## src/rtl/conv_readout.sv

```systemverilog
// Streams a snapshot of the 3-channel WxW conv result one spatial position per beat,
// optionally 2x2 max-pooled, under a valid/ready handshake.
module conv_readout #(
  parameter int DW   = 8,
  parameter int W    = 6,
  parameter int CH   = 3,
  parameter int POOL = 0
) (
  input  logic                   clk,
  input  logic                   rst_n,
  input  logic                   start,
  input  logic [W*W*CH*DW-1:0]   conv_lin,
  input  logic                   out_rdy,
  output logic                   out_vld,
  output logic [DW-1:0]          out_D1,
  output logic [DW-1:0]          out_D2,
  output logic [DW-1:0]          out_D3,
  output logic [5:0]             out_idx,
  output logic                   out_last,
  output logic                   busy,
  output logic                   done
);

  localparam int HW = W / 2;
  localparam int N  = (POOL != 0) ? HW * HW : W * W;
  localparam int VW = W * W * CH * DW;
  localparam logic [5:0] LAST_IDX = 6'(N - 1);

  typedef enum logic [1:0] {
    IDLE = 2'd0,
    SEND = 2'd1,
    DONE = 2'd2
  } state_t;

  state_t          state_r;
  logic [VW-1:0]   snap_r;
  logic [5:0]      idx_r;
  logic [VW-1:0]   src_s;
  logic [5:0]      nidx_s;
  logic [DW-1:0]   data_s [3];

  function automatic logic [DW-1:0] elem(input logic [VW-1:0] v, input int ch,
                                         input int r, input int c);
    return v[(ch * W * W + r * W + c) * DW +: DW];
  endfunction

  function automatic logic [DW-1:0] max2(input logic [DW-1:0] a, input logic [DW-1:0] b);
    return (a > b) ? a : b;
  endfunction

  // Data for one channel at beat index idx; out-of-range indices clamp to the last beat.
  function automatic logic [DW-1:0] beat(input logic [VW-1:0] v, input int ch,
                                         input logic [5:0] idx);
    int i;
    int pr;
    int pc;
    i = (int'(idx) < N) ? int'(idx) : N - 1;
    if (POOL == 0) begin
      return elem(v, ch, i / W, i % W);
    end else begin
      pr = i / HW;
      pc = i % HW;
      return max2(max2(elem(v, ch, 2 * pr, 2 * pc),     elem(v, ch, 2 * pr, 2 * pc + 1)),
                  max2(elem(v, ch, 2 * pr + 1, 2 * pc), elem(v, ch, 2 * pr + 1, 2 * pc + 1)));
    end
  endfunction

  // Next-beat data: first beat reads conv_lin directly as it is being captured.
  always_comb begin
    src_s  = conv_lin;
    nidx_s = 6'd0;
    if (state_r == SEND) begin
      src_s  = snap_r;
      nidx_s = idx_r + 6'd1;
    end else begin
      src_s  = conv_lin;
      nidx_s = 6'd0;
    end
    for (int k = 0; k < 3; k++) begin
      data_s[k] = beat(src_s, k, nidx_s);
    end
  end

  // Readout FSM with registered outputs.
  always_ff @(posedge clk or negedge rst_n) begin
    if (!rst_n) begin
      state_r  <= IDLE;
      snap_r   <= '0;
      idx_r    <= 6'd0;
      out_vld  <= 1'b0;
      out_D1   <= '0;
      out_D2   <= '0;
      out_D3   <= '0;
      out_idx  <= 6'd0;
      out_last <= 1'b0;
      busy     <= 1'b0;
      done     <= 1'b0;
    end else begin
      case (state_r)
        IDLE: begin
          done     <= 1'b0;
          busy     <= 1'b0;
          out_vld  <= 1'b0;
          out_last <= 1'b0;
          if (start) begin
            snap_r   <= conv_lin;
            idx_r    <= 6'd0;
            out_idx  <= 6'd0;
            out_D1   <= data_s[0];
            out_D2   <= data_s[1];
            out_D3   <= data_s[2];
            out_vld  <= 1'b1;
            out_last <= (LAST_IDX == 6'd0);
            busy     <= 1'b1;
            state_r  <= SEND;
          end
        end
        SEND: begin
          if (out_rdy) begin
            if (idx_r == LAST_IDX) begin
              out_vld  <= 1'b0;
              out_last <= 1'b0;
              done     <= 1'b1;
              state_r  <= DONE;
            end else begin
              idx_r    <= nidx_s;
              out_idx  <= nidx_s;
              out_D1   <= data_s[0];
              out_D2   <= data_s[1];
              out_D3   <= data_s[2];
              out_last <= (nidx_s == LAST_IDX);
            end
          end
        end
        DONE: begin
          done    <= 1'b0;
          busy    <= 1'b0;
          state_r <= IDLE;
        end
        default: begin
          out_vld  <= 1'b0;
          out_last <= 1'b0;
          busy     <= 1'b0;
          done     <= 1'b0;
          state_r  <= IDLE;
        end
      endcase
    end
  end

endmodule

```

## config.mk

```make
export PLATFORM = sky130hd
export DESIGN_NAME = conv_readout
export DESIGN_NICKNAME = d
export VERILOG_FILES = /design/src/rtl/conv_readout.sv
export SDC_FILE = /design/constraint.sdc
export NUM_CORES = 2
export LEC_CHECK = 0
export ABC_AREA = 0
export BUFFER_PORTS_ARGS = -buffer_cell sky130_fd_sc_hd__buf_2
export CORE_ASPECT_RATIO = 0.75
export CORE_MARGIN = 2
export CORE_UTILIZATION = 45
export DETAILED_ROUTE_END_ITERATION = 8
export PLACE_DENSITY = 0.67
export SLEW_MARGIN = 10
export SYNTH_ARGS = -nofsm -noshare
export SYNTH_HDL_FRONTEND = slang
export SYNTH_SLANG_ARGS = --single-unit
```

## constraint.sdc

```tcl
create_clock -name clk -period 14.2 [get_ports clk]
set_input_delay 2.84 -clock clk [delete_from_list [all_inputs] [get_ports clk]]
set_output_delay 2.84 -clock clk [all_outputs]
set_load 0.005 [all_outputs]
```

Word level (Yosys, flattened, before mapping)
Cells that the tools add are included.
- bits of input ports: 868
- output and inout bits: 34
- register bits after elaboration: 900
- word-level logic and storage cells: 74
- add/sub/neg operators: 6
- multiply operators: 1
- bitwise logic cells: 1
- shifts and indexed selects: 3
- equal/unequal tests: 8
- magnitude comparators: 1
- reductions and logical operators: 8
- mux-type cells: 34
- div/mod/pow operators: 2
- operators with widths (cell ; count):
    $shiftx 864x32->8 ; 3
    $mux 864 ; 1
    $add 29x29->29 ; 3
    $mux 8 ; 9
    $pmux 8 s2 ; 3
    $div 32x4->32 const B ; 1
    $mod 32x4->32 const B ; 1
    $mul 32x3->28 const B ; 1
    $mux 6 ; 5
    $add 7x29->29 const A ; 1
    $add 8x29->29 const A ; 1
    $eq 6x6->1 const B ; 2
    $pmux 6 s2 ; 1
    $mux 1 ; 8
    $add 6x1->6 const B ; 1
    $lt 6x6->1 const B ; 1
    $mux 2 ; 3
    $ne 2x2->1 const B ; 3
    $reduce_and 2->1 ; 3
    $reduce_and 3->1 ; 2
    $pmux 1 s2 ; 2
    $pmux 2 s2 ; 1
    $reduce_and 4->1 ; 1
    $pmux 1 s3 ; 1
    other kinds (6) ; 6

Longest topological paths before layout
- depth after elaboration: 12
- gate-level depth with buffers: 32
- gate-level depth less buffers: 26

Worst setup path before layout
Ideal clock, no wire load.
- kind: register -> register
- start point: register idx_r[0]
- end point: register out_D3[6]
- cell stages (with the launch flop): 29
- path slack: 7.228 ns
- arrival time: 6.843 ns
- buffers on the path: 7
- cells stage by stage: dfrtp_1 buf_2 nand2_1 or3_1 nand2_1 clkbuf_4 buf_2 buf_1 nor2_1 ha_1 a211oi_1 nor2_1 a21oi_1 nand2_1 ha_1 ha_1 inv_1 fa_1 inv_1 ha_1 ha_1 clkbuf_1 xor2_1 clkbuf_1 buf_1 mux2i_1 o22ai_1 a21oi_1 a22oi_1
- word-level cells in the longest chain between the ends: 12
- RTL lines (element ; RTL line ; RTL):
    from (decl) ; 37 ; logic [5:0] idx_r;
    from (signal assigned) ; 126 ; idx_r <= nidx_s;
    $add 6x1->6 ; 74 ; nidx_s = idx_r + 6'd1;
    $mux 6 ; 72 ; if (state_r == SEND) begin
    $lt 6x6->1 ; 57 ; i = (int'(idx) < N) ? int'(idx) : N - 1;
    $mux 6 ; 57 ;
    $div 32x4->32 ; 59 ; return elem(v, ch, i / W, i % W);
    $mul 32x3->28 ; 44 ; return v[(ch * W * W + r * W + c) * DW +: DW];
    $add 8x29->29 ; 44 ;
    $add 29x29->29 ; 44 ;
    $shiftx 864x32->8 ; 44 ;
    $mux 8 ; 120 ; if (idx_r == LAST_IDX) begin
    $mux 8 ; 119 ; if (out_rdy) begin
    $pmux 8 s2 ; 99 ; case (state_r)
    to (signal assigned) ; 111 ; out_D3 <= data_s[2];
    to (signal assigned) ; 130 ; out_D3 <= data_s[2];
    to (decl) ; 17 ; output logic [DW-1:0] out_D3,
Several ways; a longest one is shown, not always the timed one. The select of a mux whose other input is x is not followed.
A chain may end at the register's enable or synchronous reset.

Worst setup path in the final report
- start point: register idx_r[0]
- end point: register out_D2[3]
- word-level cells in the longest chain between the ends: 12
- RTL lines (element ; RTL line ; RTL):
    $add 6x1->6 ; 74 ;
    $mux 6 ; 72 ;
    $lt 6x6->1 ; 57 ;
    $mux 6 ; 57 ;
    $div 32x4->32 ; 59 ;
    $mul 32x3->28 ; 44 ;
    $add 7x29->29 ; 44 ;
    $add 29x29->29 ; 44 ;
    $shiftx 864x32->8 ; 44 ;
    $mux 8 ; 120 ;
    $mux 8 ; 119 ;
    $pmux 8 s2 ; 99 ;
    to (signal assigned) ; 110 ; out_D2 <= data_s[1];
    to (signal assigned) ; 129 ; out_D2 <= data_s[1];
    to (decl) ; 16 ; output logic [DW-1:0] out_D2,
Several ways; a longest one is shown, not always the timed one. The select of a mux whose other input is x is not followed.

==> run_results.csv <==
group,metric,value,unit
critical_path,reg2reg_depth,24,
logic_synthesis,ys_types,97,
floorplan,die_y,290,µm
run,max_cap_violations,0,
logic_synthesis,syn_inst,4410,
finish,nets,6015,
route,wl_met2,93000,µm
logic_synthesis,synth-warning-count,0,
logic_synthesis,synth_area_leaders,"dfrtp_1 (46%), mux2_2 (21%), mux2i_1 (4.2%), nand2_1 (3.2%), a221oi_1 (1.9%)",
critical_path,criticalPathCategory,"reg2reg",
global_route,antenna_found_initial,107,
logic_synthesis,synth_edf_count,0,
clock_tree,clkTransAtPathRegs,0.07,ns
critical_path,r2r-start,"idx_r[0]",
finish,syn_to_final_growth,18.4,%
critical_path,cp.required,14.85,ns
placed_design,place_hpwl,156000,µm
route,drc,0,
critical_path,timing.reg2reg.setup_slack,5.90,ns
floorplan,core.rowCount,104,
clock_tree,numClockSinks,900,
finish,final_common_cell,"mux2_2",
clock_tree,ctsResizeCount,0,
sta,finClkSkew,0.0770,ns
finish,layout_common_cells,"mux2_2 (921), buf_2 (900), dfrtp_1 (899)",
placed_design,post-place-ws,6.07,ns
route,maxUsedRoutingLayer,"met5",
floorplan,coreArea,108000,µm²
sta,setup_violations,0,
clock_tree,numCtsBuffers,95,
sta,post-route-period-util,0.584,
critical_path,worstSetupEndpoint,"out_D2[3]",
route,met3_length,22800,µm
route,vias_per_cell,6.33,
clock_tree,ctsLongestPathBuffers,3,
critical_path,path_max_fanout,44,
floorplan,die_w,385,µm
sta,tns,0,ns
sta,finalMaxSlewViolations,0,
floorplan,fp.dieArea,112000,µm²
sta,slew_headroom,0.0694,
route,first_pass_iters,6,
logic_synthesis,syn_area,49100,µm²
critical_path,crit_path_end_kind,"flip-flop",
logic_synthesis,seq_area_frac_synth,0.459,
sta,rsz0062_at_grt,"false",
logic_synthesis,yosys.area.top_type,"dfrtp_1",
logic_synthesis,ys_seq_elements,900,
route,final_antenna_net_count,0,
sta,fin_ws,5.90,ns
global_route,grt_pass1_wl,297000,µm
logic_synthesis,synth_top_area_frac,0.459,
placed_design,gp_congestion,1.02,
placed_design,numPortBuffers,901,
finish,post-route-cell-area,58100,µm²
global_route,grt_overflow,0,
sta,fmax,121,MHz
global_route,grt_max_degree,193,
floorplan,ioPinCount,902,
route,drt-met1-wl,88100,µm
finish,fillers,9570,
route,wire_per_inst,31.6,µm
route,wl,212000,µm
critical_path,worstPathArrival,8.94,ns
clock_tree,root_buffer,"clkbuf_16",
critical_path,crit_path_start,"idx_r[0]",
global_route,grt_pass1_vias,40800,
logic_synthesis,syn_avg_cell_area,11.1,µm²
logic_synthesis,synth-async-reset-ratio,1.00,
placed_design,placed_area,54600,µm²
sta,tightest_slew,1.36,ns
floorplan,initial_utilization,0.455,
route,drt_iter0_markers,4638,
run_status,status,"complete, no violations",
finish,drive_gt1_frac,0.415,
critical_path,rr_endpoint,"out_D2[3]",
clock_tree,cts_max_level,3,
clock_tree,cts_tree,"done",
logic_synthesis,synth_flop_cell,"dfrtp_1",
critical_path,worst_setup_path_start_kind,"flip-flop",
global_route,track_usage,0.367,
sta,hold_viol_final,0,
hold_path,min_path_type,"reg2reg",
clock_tree,cts_hold_buf,0,
clock_tree,insertion_delay,0.73,ns
route,vias,42500,
clock_tree,post_cts_buffers,0,
sta,finalWorstPathRequiredPeriod,8.30,ns
==> kinds of logic after synthesis <==
logic type	synth area share
flip-flops	0.459
XOR/XNOR	0.00439
buffers and inverters	0.0371
AO/OA/AOI/OAI	0.150
multiplexers	0.266
AND/OR/NAND/NOR	0.0745
other	0.000153
adder cells (fa/ha/maj)	0.00974
==> critical path, stage by stage, from the launching register on <==
cell       delay (ns)
dfrtp_4          0.58
nand2_1          0.25
or3_1            0.49
nand2_4          0.47
nor2_1           0.11
ha_1             0.33
a211oi_1         0.35
nor2_1           0.19
a21oi_1          0.28
nand2_1          0.17
xnor2_1          0.24
ha_1             0.27
mux2_2           0.28
ha_1             0.31
o21bai_1         0.24
nor2_1           0.11
fa_2             0.53
buf_4            0.49
inv_1            0.56
nor2_1           0.32
nand2_1          0.11
nor2_1           0.30
a21oi_1          0.11
a2111oi_0        0.88
a221o_1          0.20
==> stage by stage <==
stage / instances / hold slack [ns] / utilization
3_3_place_gp: 6447 / 0.465 / 0.507
6_report: 6709 / 0.478 / 0.539
5_1_grt: 6693 / 0.514 / 0.539
2_1_floorplan: 4413 / 0.472 / -
3_5_place_dp: 6447 / 0.466 / 0.507
4_1_cts: 6621 / 0.482 / 0.537
==> registers in the layout, indices dropped and copies added (netlist names), 2 cells and up <==
register  count
out_D3        8
out_D1        8
out_D2        8
idx_r         6
state_r       2
snap_r      864
==> routing by layer <==
layer | up-vias | GRT usage
met5 | - | 0
met4 | 44 | 0.150
met3 | 436 | 0.116
met2 | 2339 | 0.530
met1 | 21700 | 0.508
li1 | 18000 | -
==> worst min-delay path by stage <==
stage | from | endpoint | slack (ns) | cells after the start
3_3_place_gp | busy | busy | 0.47 | 1
6_report | busy | busy | 0.48 | 1
3_5_place_dp | busy | busy | 0.47 | 1
4_1_cts | busy | busy | 0.48 | 1
2_1_floorplan | snap_r[536] | snap_r[536] | 0.47 | 1
5_1_grt | snap_r[792] | snap_r[792] | 0.51 | 1
==> final cells by class <==
type                            count  area (µm²)  area share
Tap cell                         1431        1790      0.0308
Multi-Input combinational cell   3096       24900       0.429
Clock buffer                      135        2780      0.0478
Sequential cell                   900       22500       0.388
Inverter                           33         124     0.00213
Antenna cell                       88         220     0.00379
Clock inverter                     39         479     0.00825
Timing Repair Buffer              987        5280      0.0908
==> cell usage after synthesis (6+ instances only) <==
master,count
mux2_2,921
dfrtp_1,900
nand2_1,424
clkbuf_1,208
mux2i_1,208
nor2_1,198
a21oi_1,167
o21ai_0,163
a211oi_1,124
a221oi_1,109
buf_2,109
o22ai_1,108
nor3_1,57
o221ai_1,48
o211ai_1,41
buf_1,40
a22oi_1,38
a31oi_1,38
and2_1,36
nand3_1,34
inv_1,33
o31ai_1,31
ha_1,27
a2111oi_0,22
mux4_2,22
buf_4,21
a311oi_1,17
nor2b_1,17
a21o_1,14
nand4_1,13
and3_1,12
a211o_1,11
a221o_1,11
o21a_1,11
o21ai_1,11
o311ai_0,11
xnor2_1,9
nand2b_1,8
nor4_1,8
fa_1,7
a32oi_1,6
nor3b_1,6
o211a_1,6
o31a_1,6
Power is left out: the tool's default activity adds up to more than one toggle a clock period on the data nets, which glitch-free logic cannot reach.
